**config.mk**
```make
export PLATFORM = sky130hd
export DESIGN_NAME = ppu_seq_ctrl
export DESIGN_NICKNAME = d
export VERILOG_FILES = /design/src/rtl/ppu_seq_ctrl.sv
export SDC_FILE = /design/constraint.sdc
export NUM_CORES = 1
export LEC_CHECK = 0
export BUFFER_PORTS_ARGS = -buffer_cell sky130_fd_sc_hd__clkbuf_2
export CORE_ASPECT_RATIO = 0.9
export CORE_MARGIN = 8
export CORE_UTILIZATION = 58
export CTS_BUF_LIST = sky130_fd_sc_hd__clkbuf_8
export DETAILED_ROUTE_END_ITERATION = 7
export PLACE_DENSITY = 0.91
export SLEW_MARGIN = 10
export SYNTH_ARGS = -nofsm -noshare
export SYNTH_HDL_FRONTEND = slang
export SYNTH_SLANG_ARGS = --single-unit
```
**constraint.sdc**
```tcl
create_clock -name clk -period 4.9 [get_ports clk]
set_input_delay 0.49 -clock clk [delete_from_list [all_inputs] [get_ports clk]]
set_output_delay 0.49 -clock clk [all_outputs]
set_load 0.01 [all_outputs]
```
**src/rtl/ppu_seq_ctrl.sv**
```systemverilog
// PPU sequencer: streams psum words through the PPU and packs
// int8 pairs into dense OFM words under a ready handshake.
module ppu_seq_ctrl #(
  parameter int ADDR_BITS = 16,
  parameter int DATA_BITS = 32,
  parameter int LEN_BITS  = 16
) (
  input  logic                 clk,
  input  logic                 rst_n,
  input  logic                 start,
  input  logic [ADDR_BITS-1:0] cfg_src_base,
  input  logic [ADDR_BITS-1:0] cfg_dst_base,
  input  logic [LEN_BITS-1:0]  cfg_len,
  input  logic [5:0]           cfg_scale,
  input  logic                 cfg_relu_en,
  output logic                 busy,
  output logic                 done,
  output logic                 psum_rd_en,
  output logic [ADDR_BITS-1:0] psum_rd_addr,
  input  logic [DATA_BITS-1:0] psum_rd_data,
  output logic [DATA_BITS-1:0] ppu_data_in,
  output logic [5:0]           ppu_scaling_factor,
  output logic                 ppu_relu_en,
  output logic                 ppu_need_ppu,
  output logic [3:0]           ppu_WEB,
  input  logic [DATA_BITS-1:0] ppu_data_out,
  output logic                 ofm_wr_en,
  output logic [ADDR_BITS-1:0] ofm_wr_addr,
  output logic [DATA_BITS-1:0] ofm_wr_data,
  output logic [3:0]           ofm_byte_en,
  input  logic                 ofm_wr_ready
);

  typedef enum logic [2:0] {
    S_IDLE, S_RD, S_CAP, S_WR, S_DONE
  } state_t;

  state_t state, state_nxt;

  logic [ADDR_BITS-1:0] src_base_q;
  logic [ADDR_BITS-1:0] dst_base_q;
  logic [LEN_BITS-1:0]  len_q;
  logic [5:0]           scale_q;
  logic                 relu_q;
  logic [LEN_BITS-1:0]  i_q;
  logic [ADDR_BITS-1:0] dst_idx_q;
  logic [31:0]          pack_q;
  logic                 wr_en_q;
  logic [ADDR_BITS-1:0] wr_addr_q;
  logic [3:0]           be_q;

  logic [LEN_BITS-1:0]  i_inc;
  logic                 last;
  logic                 flush;
  logic [15:0]          r;
  logic                 unused_ppu;

  assign i_inc = i_q + LEN_BITS'(1);
  assign last  = (i_inc == len_q);
  // A pair is complete on odd i; a lone trailing word flushes too.
  assign flush = i_q[0] | last;
  assign r     = {ppu_data_out[23:16], ppu_data_out[7:0]};
  assign unused_ppu = ^{ppu_data_out[31:24], ppu_data_out[15:8]};

  always_ff @(posedge clk or negedge rst_n) begin
    if (!rst_n) state <= S_IDLE;
    else        state <= state_nxt;
  end

  always_comb begin
    state_nxt = state;
    unique case (state)
      S_IDLE:
        if (start)
          state_nxt = (cfg_len != '0) ? S_RD : S_DONE;
      S_RD:   state_nxt = S_CAP;
      S_CAP:  state_nxt = flush ? S_WR : S_RD;
      S_WR:
        if (ofm_wr_ready)
          state_nxt = (i_q < len_q) ? S_RD : S_DONE;
      S_DONE: state_nxt = S_IDLE;
      default: state_nxt = S_IDLE;
    endcase
  end

  always_ff @(posedge clk or negedge rst_n) begin
    if (!rst_n) begin
      src_base_q <= '0;
      dst_base_q <= '0;
      len_q      <= '0;
      scale_q    <= '0;
      relu_q     <= 1'b0;
      i_q        <= '0;
      dst_idx_q  <= '0;
      pack_q     <= '0;
      wr_en_q    <= 1'b0;
      wr_addr_q  <= '0;
      be_q       <= '0;
    end else begin
      unique case (state)
        S_IDLE:
          if (start) begin
            src_base_q <= cfg_src_base;
            dst_base_q <= cfg_dst_base;
            len_q      <= cfg_len;
            scale_q    <= cfg_scale;
            relu_q     <= cfg_relu_en;
            i_q        <= '0;
            dst_idx_q  <= '0;
            pack_q     <= '0;
          end
        S_CAP: begin
          i_q <= i_inc;
          if (i_q[0]) pack_q[31:16] <= r;
          else        pack_q[15:0]  <= r;
          if (flush) begin
            wr_en_q   <= 1'b1;
            wr_addr_q <= dst_base_q + dst_idx_q;
            be_q      <= i_q[0] ? 4'b1111 : 4'b0011;
          end
        end
        S_WR:
          if (ofm_wr_ready) begin
            wr_en_q   <= 1'b0;
            be_q      <= '0;
            dst_idx_q <= dst_idx_q + ADDR_BITS'(1);
            pack_q    <= '0;
          end
        default: ;
      endcase
    end
  end

  always_comb begin
    busy         = 1'b0;
    done         = 1'b0;
    psum_rd_en   = 1'b0;
    psum_rd_addr = '0;
    ppu_data_in  = '0;
    unique case (state)
      S_RD: begin
        busy         = 1'b1;
        psum_rd_en   = 1'b1;
        psum_rd_addr = src_base_q + ADDR_BITS'(i_q);
      end
      S_CAP: begin
        busy        = 1'b1;
        ppu_data_in = psum_rd_data;
      end
      S_WR:   busy = 1'b1;
      S_DONE: done = 1'b1;
      default: ;
    endcase
  end

  assign ppu_scaling_factor = scale_q;
  assign ppu_relu_en        = relu_q;
  assign ppu_need_ppu       = busy;
  assign ppu_WEB            = busy ? 4'b1111 : 4'b0000;
  assign ofm_wr_en          = wr_en_q;
  assign ofm_wr_addr        = wr_addr_q;
  assign ofm_wr_data        = pack_q;
  assign ofm_byte_en        = be_q;

endmodule

```
# Word-level counts from Yosys, hierarchy flattened
# Index checks and enable logic that the tools add are counted.
[word_totals]
ff_bits = 143
input_bits = 123
word_cells = 72
[op_classes]
n_mux = 28
n_lt_le_gt_ge = 1
bitwise_logic = 1
n_reduce_logical = 15
eq_ne = 10
n_addsub = 4
[op_table]
columns = ["op", "count"]
rows = [
  ["$mux W32", 3],
  ["$pmux W32 S3", 1],
  ["$mux W16", 5],
  ["$pmux W16 S2", 2],
  ["$add A16 B1 Y16 const B", 2],
  ["$add A16 B16 Y16", 2],
  ["$eq A16 B16 Y1", 1],
  ["$lt A16 B16 Y1", 1],
  ["$mux W4", 4],
  ["$reduce_bool A16 Y1", 1],
  ["$mux W3", 4],
  ["$pmux W3 S4", 1],
  ["$ne A2 B2 Y1 const B", 5],
  ["$pmux W4 S2", 1],
  ["$reduce_and A2 Y1", 4],
  ["$reduce_and A4 Y1", 2],
  ["$eq A3 B2 Y1 const B", 2],
  ["$reduce_and A3 Y1", 2],
  ["$reduce_bool A2 Y1", 3],
  ["$mux W1", 5],
  ["$eq A3 B1 Y1 const B", 1],
  ["$eq A3 B3 Y1 const B", 1],
  ["$logic_not A3 Y1", 1],
  ["$reduce_bool A3 Y1", 1],
  ["other kinds (4)", 4],
]

# Depth between registers and ports, before layout
# Gate-level depths: netlist of run 1.
[logic_depth]
word_depth = 5
depth_mapped = 12
mapped_depth_nobuf = 11

# Worst setup path after synthesis of run 1
# OpenSTA, ideal clock, no wires.
[synth_path]
kind = "flip-flop to output port"
start = "register i_q[0]"
end = "output psum_rd_addr[14]"
slack_ps = 1572
path_buffers = 0
required_ps = 4410
path_stages_with_launch = 10
t_arrival_ps = 2838
path_cell_list = "dfrtp_1 > ha_1 > fa_1 > a21o_1 > a21oi_1 > o21bai_1 > a2111oi_0 > o311ai_0 > and3_1 > nor3_1"
[synth_between]
elab_chain_len = 2
[synth_rtl]
columns = ["element", "line_no", "text"]
rows = [
  ["start: declaration", "45", "logic [LEN_BITS-1:0] i_q;"],
  ["start signal: assignment", "113", "i_q <= i_inc;"],
  ["$add A16 B16 Y16", "144", "psum_rd_addr = src_base_q + ADDR_BITS'(i_q);"],
  ["$mux W16", "140", "unique case (state)"],
  ["end: declaration", "19", "output logic [ADDR_BITS-1:0] psum_rd_addr,"],
]
# No other way between the ends.

# Worst setup path after layout of run 1
# Ends and elaborated chain as after synthesis.

==> results of run 1 <==
==> cells by family after synthesis <==
group,Yosys count,share of synthesized area [%]
AOI/OAI and AO/OA,167,12.7
xor gates and xnor gates,60,6.38
adders and majority gates,50,7.78
buffers and inverters,90,4.86
DFF,140,42.6
muxes,18,2.72
and+or+nand+nor,415,23.0
==> placed cells by master, fill, tap and decap left out, types with 7 or more instances in the layout <==
master / netlist / layout
a21o_1: 11 / 11
a21oi_1: 23 / 23
and2_1: 8 / 8
and3_1: 44 / 44
buf_4: 8 / 8
clkbuf_2: 1 / 221
clkbuf_8: 0 / 17
dfrtp_1: 140 / 140
ha_1: 48 / 48
inv_1: 33 / 33
mux2_2: 7 / 7
mux2_4: 7 / 7
nand2_1: 216 / 216
nand3_1: 20 / 20
nand4_1: 8 / 8
nor2_1: 62 / 62
nor2b_1: 7 / 7
nor3_1: 22 / 22
nor4_1: 8 / 8
o21a_1: 7 / 7
o21ai_0: 76 / 76
o31ai_1: 9 / 9
xnor2_1: 31 / 31
xor2_1: 29 / 29
==> per-stage QoR <==
step | std cells | utilization (%) | area (µm²) | hold slack, ps | setup slack [ps]
6_report | 1338 | 70.2 | 9800 | 87.1 | 611
5_1_grt | 1338 | 70.2 | 9800 | 165 | 377
4_1_cts | 1338 | 70.2 | 9800 | 126 | 467
3_5_place_dp | 1306 | 67.2 | 9380 | 461 | 1030
3_3_place_gp | 1306 | 67.2 | 9380 | 458 | 1140
2_1_floorplan | 940 | - | 8230 | 194 | 1570
==> worst max path at each step <==
stage               cells past startpoint          endpoint  slack (ps)    from
global placement                       10  psum_rd_addr[14]        1140  i_q[0]
global route                           10  psum_rd_addr[14]         380  i_q[0]
CTS                                    10  psum_rd_addr[14]         470  i_q[0]
finish                                 10  psum_rd_addr[14]         610  i_q[0]
detailed placement                     10  psum_rd_addr[14]        1030  i_q[0]
floorplan                               9  psum_rd_addr[14]        1570  i_q[0]
==> sequential cells by signal, indices dropped and copies added, names as in the netlist <==
register	count
src_base_q	16
dst_base_q	16
i_q	16
ppu_relu_en	1
dst_idx_q	16
ofm_wr_addr	16
ppu_scaling_factor	6
ofm_byte_en	2
state	3
ofm_wr_data	32
len_q	16
==> layout make-up <==
class                   count  share of cell area, %
clock buffers              17                   2.39
flip-flops and latches    140                   35.7
inverters                  33                   1.26
well taps                 193                   2.46
repair buffers            230                   12.0
multi-input cells         710                   44.2
clock inverters            15                   1.91
==> power by group through the flow <==
stage          combinational, mW  sequential [mW]  clock, mW
6_report                    2.63             1.97       1.00
5_1_grt                     2.93             2.03       1.06
4_1_cts                     2.64             1.96       1.01
3_5_place_dp                2.60             1.98          0
3_3_place_gp                2.51             1.95          0
2_1_floorplan               1.74             1.97          0
==> routing by layer <==
layer | GRT usage (%) | wire, µm
met3 | 6.18 | 1730
met5 | 0 | 0
met1 | 30.9 | 9470
met2 | 41.8 | 11200
met4 | 9.27 | 437
==> metrics.txt, run 1 <==
Worst R2R Start i_q[0]; terminus of the critical flop-to-flop path ofm_wr_addr[5]; Via density 5.65; final period utilization 87.5%; initial antenna violation count 0; Most used DFF post-synth dfrtp_1; portion of total power attributed to the clock network 17.9%; dominant cell type by area after synthesis dfrtp_1; Comb pwr share 47.0%; Synth top cells by count 216 x nand2_1, 140 x dfrtp_1, 76 x o21ai_0, 62 x nor2_1, 48 x ha_1; Post-synth ARST share 100%; Netlist cell types 63; Mapped Area 0.00823 mm²; CTS clock-pin slew for the worst setup and hold paths 90 ps; largest net degree at the start of global routing 94; PwrDens 571 mW/mm²; Starting Density 59.0%; Top delay family on crit path compound AO/OA/AOI/OAI gates; Setup TNS 0 ps; Lkg Pwr 5.19 nW; area delta synth->final 19.1%; Crit. End Element output pin; via count 7564; Max Cap Viol 0; core box area 0.0140 mm²; fmax 233 MHz; Sw Share 43.4%; syn avg cell area 8.76 µm²; crit-path cells ha_1, fa_1, a21o_1, a21oi_1, o21bai_1, a2111oi_1, o311ai_0, and3_1, nor3_1, clkbuf_2; post-synthesis sequential area ratio 42.6%; internal cell power 3.17 mW; Starting DRT DRC Count 578; kind of critical path reg -> out; Post-synth EDFFs 0; min cycle time layout 4290 ps; layout cells sized above 1 25.0%; Post-CTS Resized 0; Req. time, crit path 4410 ps; Routed WL per cell 17.0 µm; Final setup viols 0; CTS Sinks 140; Die Area 0.0183 mm²; Buf/Inv on CP 1; hold_buf cts 0; DPL Wire Length 16500 µm; switching pwr 2.43 mW; Worst-Margin Slew 1140 ps; most common cell in the netlist nand2_1; flop-to-flop setup slack 1100 ps; Final Hold Fails 0; die height 129 µm; worst vdd ir 0.000353 V; post-synth top area share 42.6%; clock buffer count from CTS 17; Slew HR 23.5%; Tot Pwr 5.60 mW; Reg power frac 35.1%; clk_lat worst skew 460 ps; largest cells by area after synthesis dfrtp_1 43%, nand2_1 9.9%, ha_1 7.3%; H-tree levels 4; Synth Instances 940; Synth Register Bits 140; clock root cell clkbuf_8; outcome complete, no violations; Multi-input gate area 0.00433 mm²; WL final 22800 µm; global route total overflow 0; synth warn 0; Worst Path Arrival 3800 ps; Die X 142 µm; Final Max Tran Viols 0; CP max stage cell a2111oi_1; overall routing resource usage 25.0%; Port Buf Inserts 222; DRT antenna net count 0; RSZ-0062 raised after global routing false; fillers 1079; clock buffer depth 2; Syn Nets 1113; via count of the first global-routing pass 7460; drt pass-1 iters 6; CP Launch Type flip-flop; postcts setup bufs 0; antenna cell count 0; slowest stage delay, CP 730 ps; layout net count 1305; critical-path maximum fanout 9; first-pass GRT wire length 36500 µm; R2R cell count 9; gpl congestion 0.915; worst-case clock skew 14.1 ps; worst hold path class in -> async; FF+latch area 0.00350 mm²; io pins 239; DR DRC count 0; CTS tree yes; Core Rows 41
(Power assumes the default switching activity.)
==> inputs of run 2 (changes only) <==
CAP_MARGIN = 20   (was not set)
CORE_MARGIN = not set   (was 8)
==> run 2 against run 1 <==
Against the previous run: non-clock buffer count down 1; clock power is 12% lower; power shrank 2.6%; fmax fell by 1.6%.
==> metrics.txt, run 2 (synthesized netlist as in run 1, its figures left out) <==
outcome complete, no violations; worst hold path class in -> async; CTS Sinks 140 (unchanged); Routed WL per cell 15.8 µm (-7.5%); Top delay family on crit path compound AO/OA/AOI/OAI gates; switching pwr 2.39 mW (-1.8%); CTS tree yes; Lkg Pwr 5.16 nW (-0.57%); PwrDens 560 mW/mm² (-2.0%); fmax 229 MHz (-1.6%); crit-path cells ha_1, fa_1, a21o_1, a21oi_1, o21bai_1, a2111oi_0, o311ai_0, and3_1, nor3_1, clkbuf_2; Setup TNS 0 ps (unchanged); R2R cell count 9 (unchanged); core box area 0.0136 mm² (-2.4%); most frequent cells in the layout 221 x clkbuf_2, 216 x nand2_1, 140 x dfrtp_1; kind of critical path reg -> out; Reg power frac 35.4% (+0.3 points); Top Usage Layer GRT met2; DPL Wire Length 15000 µm (-8.9%); RSZ-0062 raised after global routing false; CTS clock-pin slew for the worst setup and hold paths 80 ps (about the same); fillers 1035 (-4.1%); DRT antenna net count 0 (unchanged); overall routing resource usage 29.3% (+4.3 points); hold_buf cts 0 (unchanged); via count of the first global-routing pass 6900 (-7.5%); layout net count 1304 (-0.077%); CP Launch Type flip-flop; Final Hold Fails 0 (unchanged); final period utilization 89.0% (+1.4 points); via count 7485 (-1.0%); final core occ 71.5% (+1.3 points); fin worst setup slack 540 ps (-71.0 ps); Die Area 0.0147 mm² (-20%); met3 Use GR 6.33% (+0.15 points); Worst Path Arrival 3870 ps (+70 ps); critical-path maximum fanout 9 (unchanged); Via density 5.62 (-0.67%); hold_ws 105 ps (+17.8 ps); met2 GRT Util 47.0% (+5.2 points); Die X 128 µm (-9.9%); Worst R2R Start i_q[0]; drt pass-1 iters 5 (-1); clock root cell clkbuf_8; Core Rows 40 (-2.4%); min cycle time layout 4360 ps (+71.0 ps); dpl ws 1070 ps (+47.0 ps); first-pass GRT wire length 33500 µm (-8.3%); WP depth 10 (unchanged); H-tree levels 4 (unchanged); layout cells sized above 1 24.9% (-0.066 points); clock buffer depth 2 (unchanged); Slew HR 27.9% (+4.4 points); internal cell power 3.07 mW (-3.3%); Comb pwr share 48.4% (+1.4 points); flop-to-flop setup slack 1150 ps (+50 ps); portion of total power attributed to the clock network 16.2% (-1.7 points); Buf/Inv on CP 1 (unchanged); Crit. End Element output pin; die height 115 µm (-11%); origin of the worst setup path i_q[0]; CP max stage cell a2111oi_0; worst vdd ir 0.000370 V (+4.8%); Post-CTS Resized 0 (unchanged); M1 GR Usage 38.9% (+8.0 points); postcts setup bufs 0 (unchanged); commonest non-fill, non-tap cell in the layout clkbuf_2; Starting Density 60.5% (+1.5 points); Final setup viols 0 (unchanged); area post-placement 0.00937 mm² (-0.13%); clk_lat worst skew 460 ps (about the same); WL final 21000 µm (-7.8%); Final Max Tran Viols 0 (unchanged); global route total overflow 0 (unchanged); Worst-Margin Slew 1080 ps (-66.5 ps); Max Cap Viol 0 (unchanged); DR DRC count 0 (unchanged); largest net degree at the start of global routing 92 (-2.1%); area delta synth->final 18.3%; clock buffer count from CTS 17 (unchanged); final instance area 0.00974 mm² (-0.68%); antenna cell count 0 (unchanged); Req. time, crit path 4410 ps (about the same); terminus of the critical flop-to-flop path ofm_wr_addr[2]; Sw Share 43.8% (+0.37 points); Port Buf Inserts 222 (unchanged); io pins 239 (unchanged); Starting DRT DRC Count 503 (-13%); slowest stage delay, CP 730 ps (about the same); worst-case clock skew 11.3 ps (-2.77 ps); gpl congestion 0.905 (-1.1%); max reg flops 32 (unchanged); initial antenna violation count 0 (unchanged)
## run 2: cell types whose count changed in the layout (fill, tap and decap cells not counted)
cell        delta
a2111oi_0      +1
clkinvlp_4     +1
inv_8          -1
buf_4          -1
clkinv_4       -1
clkinv_2       +3
clkbuf_8       +1
inv_6          -1
a2111oi_1      -1
bufinv_16      -2
## run 2: layout make-up
class / count / area (µm²) / area share [%]
Clock buffer: 18 / 248 / 2.54
Clock inverter: 14 / 121 / 1.25
Inverter: 33 / 124 / 1.27
Multi-Input combinational cell: 710 / 4330 / 44.5
Sequential cell: 140 / 3500 / 36.0
Tap cell: 189 / 236 / 2.43
Timing Repair Buffer: 229 / 1170 / 12.0
## run 2: how the worst max path moves through the flow
stage | endpoint | slack (ps)
3_3_place_gp | psum_rd_addr[14] | 1110
5_1_grt | psum_rd_addr[14] | 290
6_report | psum_rd_addr[14] | 540
3_5_place_dp | psum_rd_addr[14] | 1070
2_1_floorplan | psum_rd_addr[14] | 1570
4_1_cts | psum_rd_addr[14] | 560
## run 2: worst reg2reg max path: cells and delay by family, from the launching register on
family / cells / cell delay, ps
AO/OA/AOI/OAI: 2 / 590
adder cells (fa/ha/maj): 1 / 350
flip-flops: 1 / 540
multiplexers: 2 / 600
AND/OR/NAND/NOR: 4 / 1550
## run 2: power groups by stage
stage | registers, mW | logic [mW] | clock network [mW]
floorplan | 1.97 | 1.74 | 0
global placement | 1.92 | 2.51 | 0
detailed placement | 1.94 | 2.61 | 0
CTS | 1.92 | 2.63 | 0.895
global route | 1.98 | 2.92 | 0.951
finish | 1.93 | 2.64 | 0.883
## run 2: metrics by stage
step	cells	power, mW
2_1_floorplan	940	3.71
3_3_place_gp	1301	4.43
3_5_place_dp	1301	4.55
4_1_cts	1333	5.45
5_1_grt	1333	5.85
6_report	1333	5.45
## run 2: routing by layer
layer  vias to the layer above  part of all wire, %
met5                         -                    0
met4                         0                  2.5
met3                        48                  6.9
met2                       305                   48
met1                      3530                   43
li1                       3602                    -
==> inputs of run 3 (changes only) <==
CELL_PAD_IN_SITES_DETAIL_PLACEMENT = 1   (was not set)
CELL_PAD_IN_SITES_GLOBAL_PLACEMENT = 2   (was not set)
CORE_UTILIZATION = 34   (was 58)
SLEW_MARGIN = 20   (was 10)
==> run 3 against run 2 <==
Against the previous run: the run now ends with DRC left; largest power group unchanged; first-iteration DRC count shrank 19%; cell area up 2.1%; sequential power up 3%; flip-flop and latch count stayed put; count of clock-buffer cells in the layout fell by 1.
==> metrics.txt, run 3 (synthesized netlist as in run 1, its figures left out) <==
outcome finished with violations; failing checks DRC; R2R cell count 10 (+1); Final Max Tran Viols 0 (unchanged); drt pass-1 iters 7 (+2); clock buffer count from CTS 17 (unchanged); Final setup viols 0 (unchanged); Top delay family on crit path compound AO/OA/AOI/OAI gates; io pins 239 (unchanged); first-pass GRT wire length 39500 µm (+18%); final instance area 0.00994 mm² (+2.1%); initial antenna violation count 0 (unchanged); max reg flops 32 (unchanged); fillers 2849 (+180%); RSZ-0062 raised after global routing false; Post-Place Cells 1417 (+8.9%); Tot Pwr 5.61 mW (+2.8%); Starting Density 35.0% (-25 points); Port Buf Inserts 222 (unchanged); Die X 166 µm (+30%); PwrDens 564 mW/mm² (+0.70%); postcts setup bufs 0 (unchanged); Reg power frac 35.3% (about the same); hold_buf cts 0 (unchanged); Buf/Inv on CP 2 (+1); switching pwr 2.52 mW (+5.6%); clock root cell clkbuf_8; origin of the worst setup path i_q[0]; die height 150 µm (+30%); worst vdd ir 0.000313 V (-15%); Routed WL per cell 16.8 µm (+6.9%); Setup TNS 0 ps (unchanged); flop-to-flop setup slack 1430 ps (+280 ps); DPL Wire Length 18000 µm (+20%); CP max stage cell dfrtp_1; Starting DRT DRC Count 408 (-19%); clk_lat worst skew 470 ps (about the same); area post-placement 0.00953 mm² (+1.8%); layout cells sized above 1 25.3% (+0.37 points); area delta synth->final 20.8%; via count 7409 (-1.0%); clock buffer depth 2 (unchanged); Worst-Margin Slew 924 ps (-153 ps); commonest non-fill, non-tap cell in the layout clkbuf_2; core box area 0.0235 mm² (+73%); internal cell power 3.09 mW (+0.69%); CTS clock-pin slew for the worst setup and hold paths 100 ps (+20 ps); overall routing resource usage 20.2% (-9.1 points); Core Rows 53 (+33%); layout net count 1307 (+0.23%); slowest stage delay, CP 520 ps (-210 ps); largest net degree at the start of global routing 87 (-5.4%); fin cells 1449 (+8.7%); Req. time, crit path 4410 ps (about the same); gpl congestion 0.816 (-9.8%); terminus of the critical flop-to-flop path ofm_wr_addr[0]; Final Hold Fails 0 (unchanged); Comb pwr share 47.1% (-1.3 points); DRT antenna net count 0 (unchanged); Slew HR 38.4% (+10 points); worst-case clock skew 15.7 ps (+4.36 ps); Via density 5.11 (-8.9%); antenna cell count 0 (unchanged); most frequent cells in the layout 221 x clkbuf_2, 216 x nand2_1, 139 x dfrtp_1; Crit. End Element output pin; final period utilization 81.9% (-7.0 points); Sw Share 44.9% (+1.2 points); DR DRC count 17 (+17); H-tree levels 4 (unchanged); CP Launch Type flip-flop; final core occ 42.2% (-29 points); portion of total power attributed to the clock network 17.6% (+1.4 points); Worst Path Arrival 3530 ps (-340 ps); Post-CTS Resized 0 (unchanged); worst hold path class in -> async; critical-path maximum fanout 9 (unchanged); via count of the first global-routing pass 7448 (+7.9%); WL final 24400 µm (+16%); kind of critical path reg -> out; CTS tree yes; Die Area 0.0248 mm² (+69%); Worst R2R Start i_q[0]; fmax 249 MHz (+8.6%); global route total overflow 0 (unchanged); Max Cap Viol 0 (unchanged); Lkg Pwr 5.21 nW (+0.88%); CTS Sinks 140 (unchanged); min cycle time layout 4020 ps (-345 ps); crit-path cells ha_1, fa_1, a21o_1, a21oi_1, o21bai_1, a2111oi_0, buf_4, o311ai_0, and3_1, nor3_1, clkbuf_2
[run 3: cell count changes in the layout (fill, tap and decap cells not counted), moves of 2 or more]
cell / change
clkinvlp_4: -5
clkinv_8: +2
clkinv_2: -4
buf_4: +3
inv_8: +3
inv_6: +6
[run 3: stage by stage]
step | hold WS, ps | setup WS [ps]
global route | 45.0 | 618
global placement | 459 | 1340
floorplan | 194 | 1570
finish | 10.6 | 884
CTS | 21.0 | 832
detailed placement | 467 | 1380
[run 3: power groups by stage]
stage / sequential [mW] / combinational [mW] / clock (mW)
global route: 2.05 / 2.95 / 1.06
detailed placement: 2.00 / 2.65 / 0
CTS: 1.98 / 2.67 / 1.02
global placement: 1.98 / 2.57 / 0
floorplan: 1.97 / 1.74 / 0
finish: 1.98 / 2.64 / 0.987
[run 3: per-layer routing]
metal  routed length [µm]  track usage (%)
met2                11200             32.8
met4                  388             5.61
met1                11700             27.7
met3                 1160             3.44
met5                    0                0
[run 3: layout make-up]
class                      count  area, µm²  area share, %
multi-input combinational    710       4340           43.6
sequential                   140       3500           35.3
timing repair buffer         232       1190           12.0
tap                          302        378           3.80
clock buffer                  17        234           2.35
clock inverter                15        174           1.75
inverter                      33        124           1.25
[run 3: worst max-delay path by stage]
stage                     depth (start not counted)               end  slack, ps
after floorplan                                   9  psum_rd_addr[14]       1570
after global placement                           11  psum_rd_addr[14]       1340
after detailed placement                         11  psum_rd_addr[14]       1380
after CTS                                        11  psum_rd_addr[14]        830
after global routing                             11  psum_rd_addr[14]        620
final                                            11  psum_rd_addr[14]        880
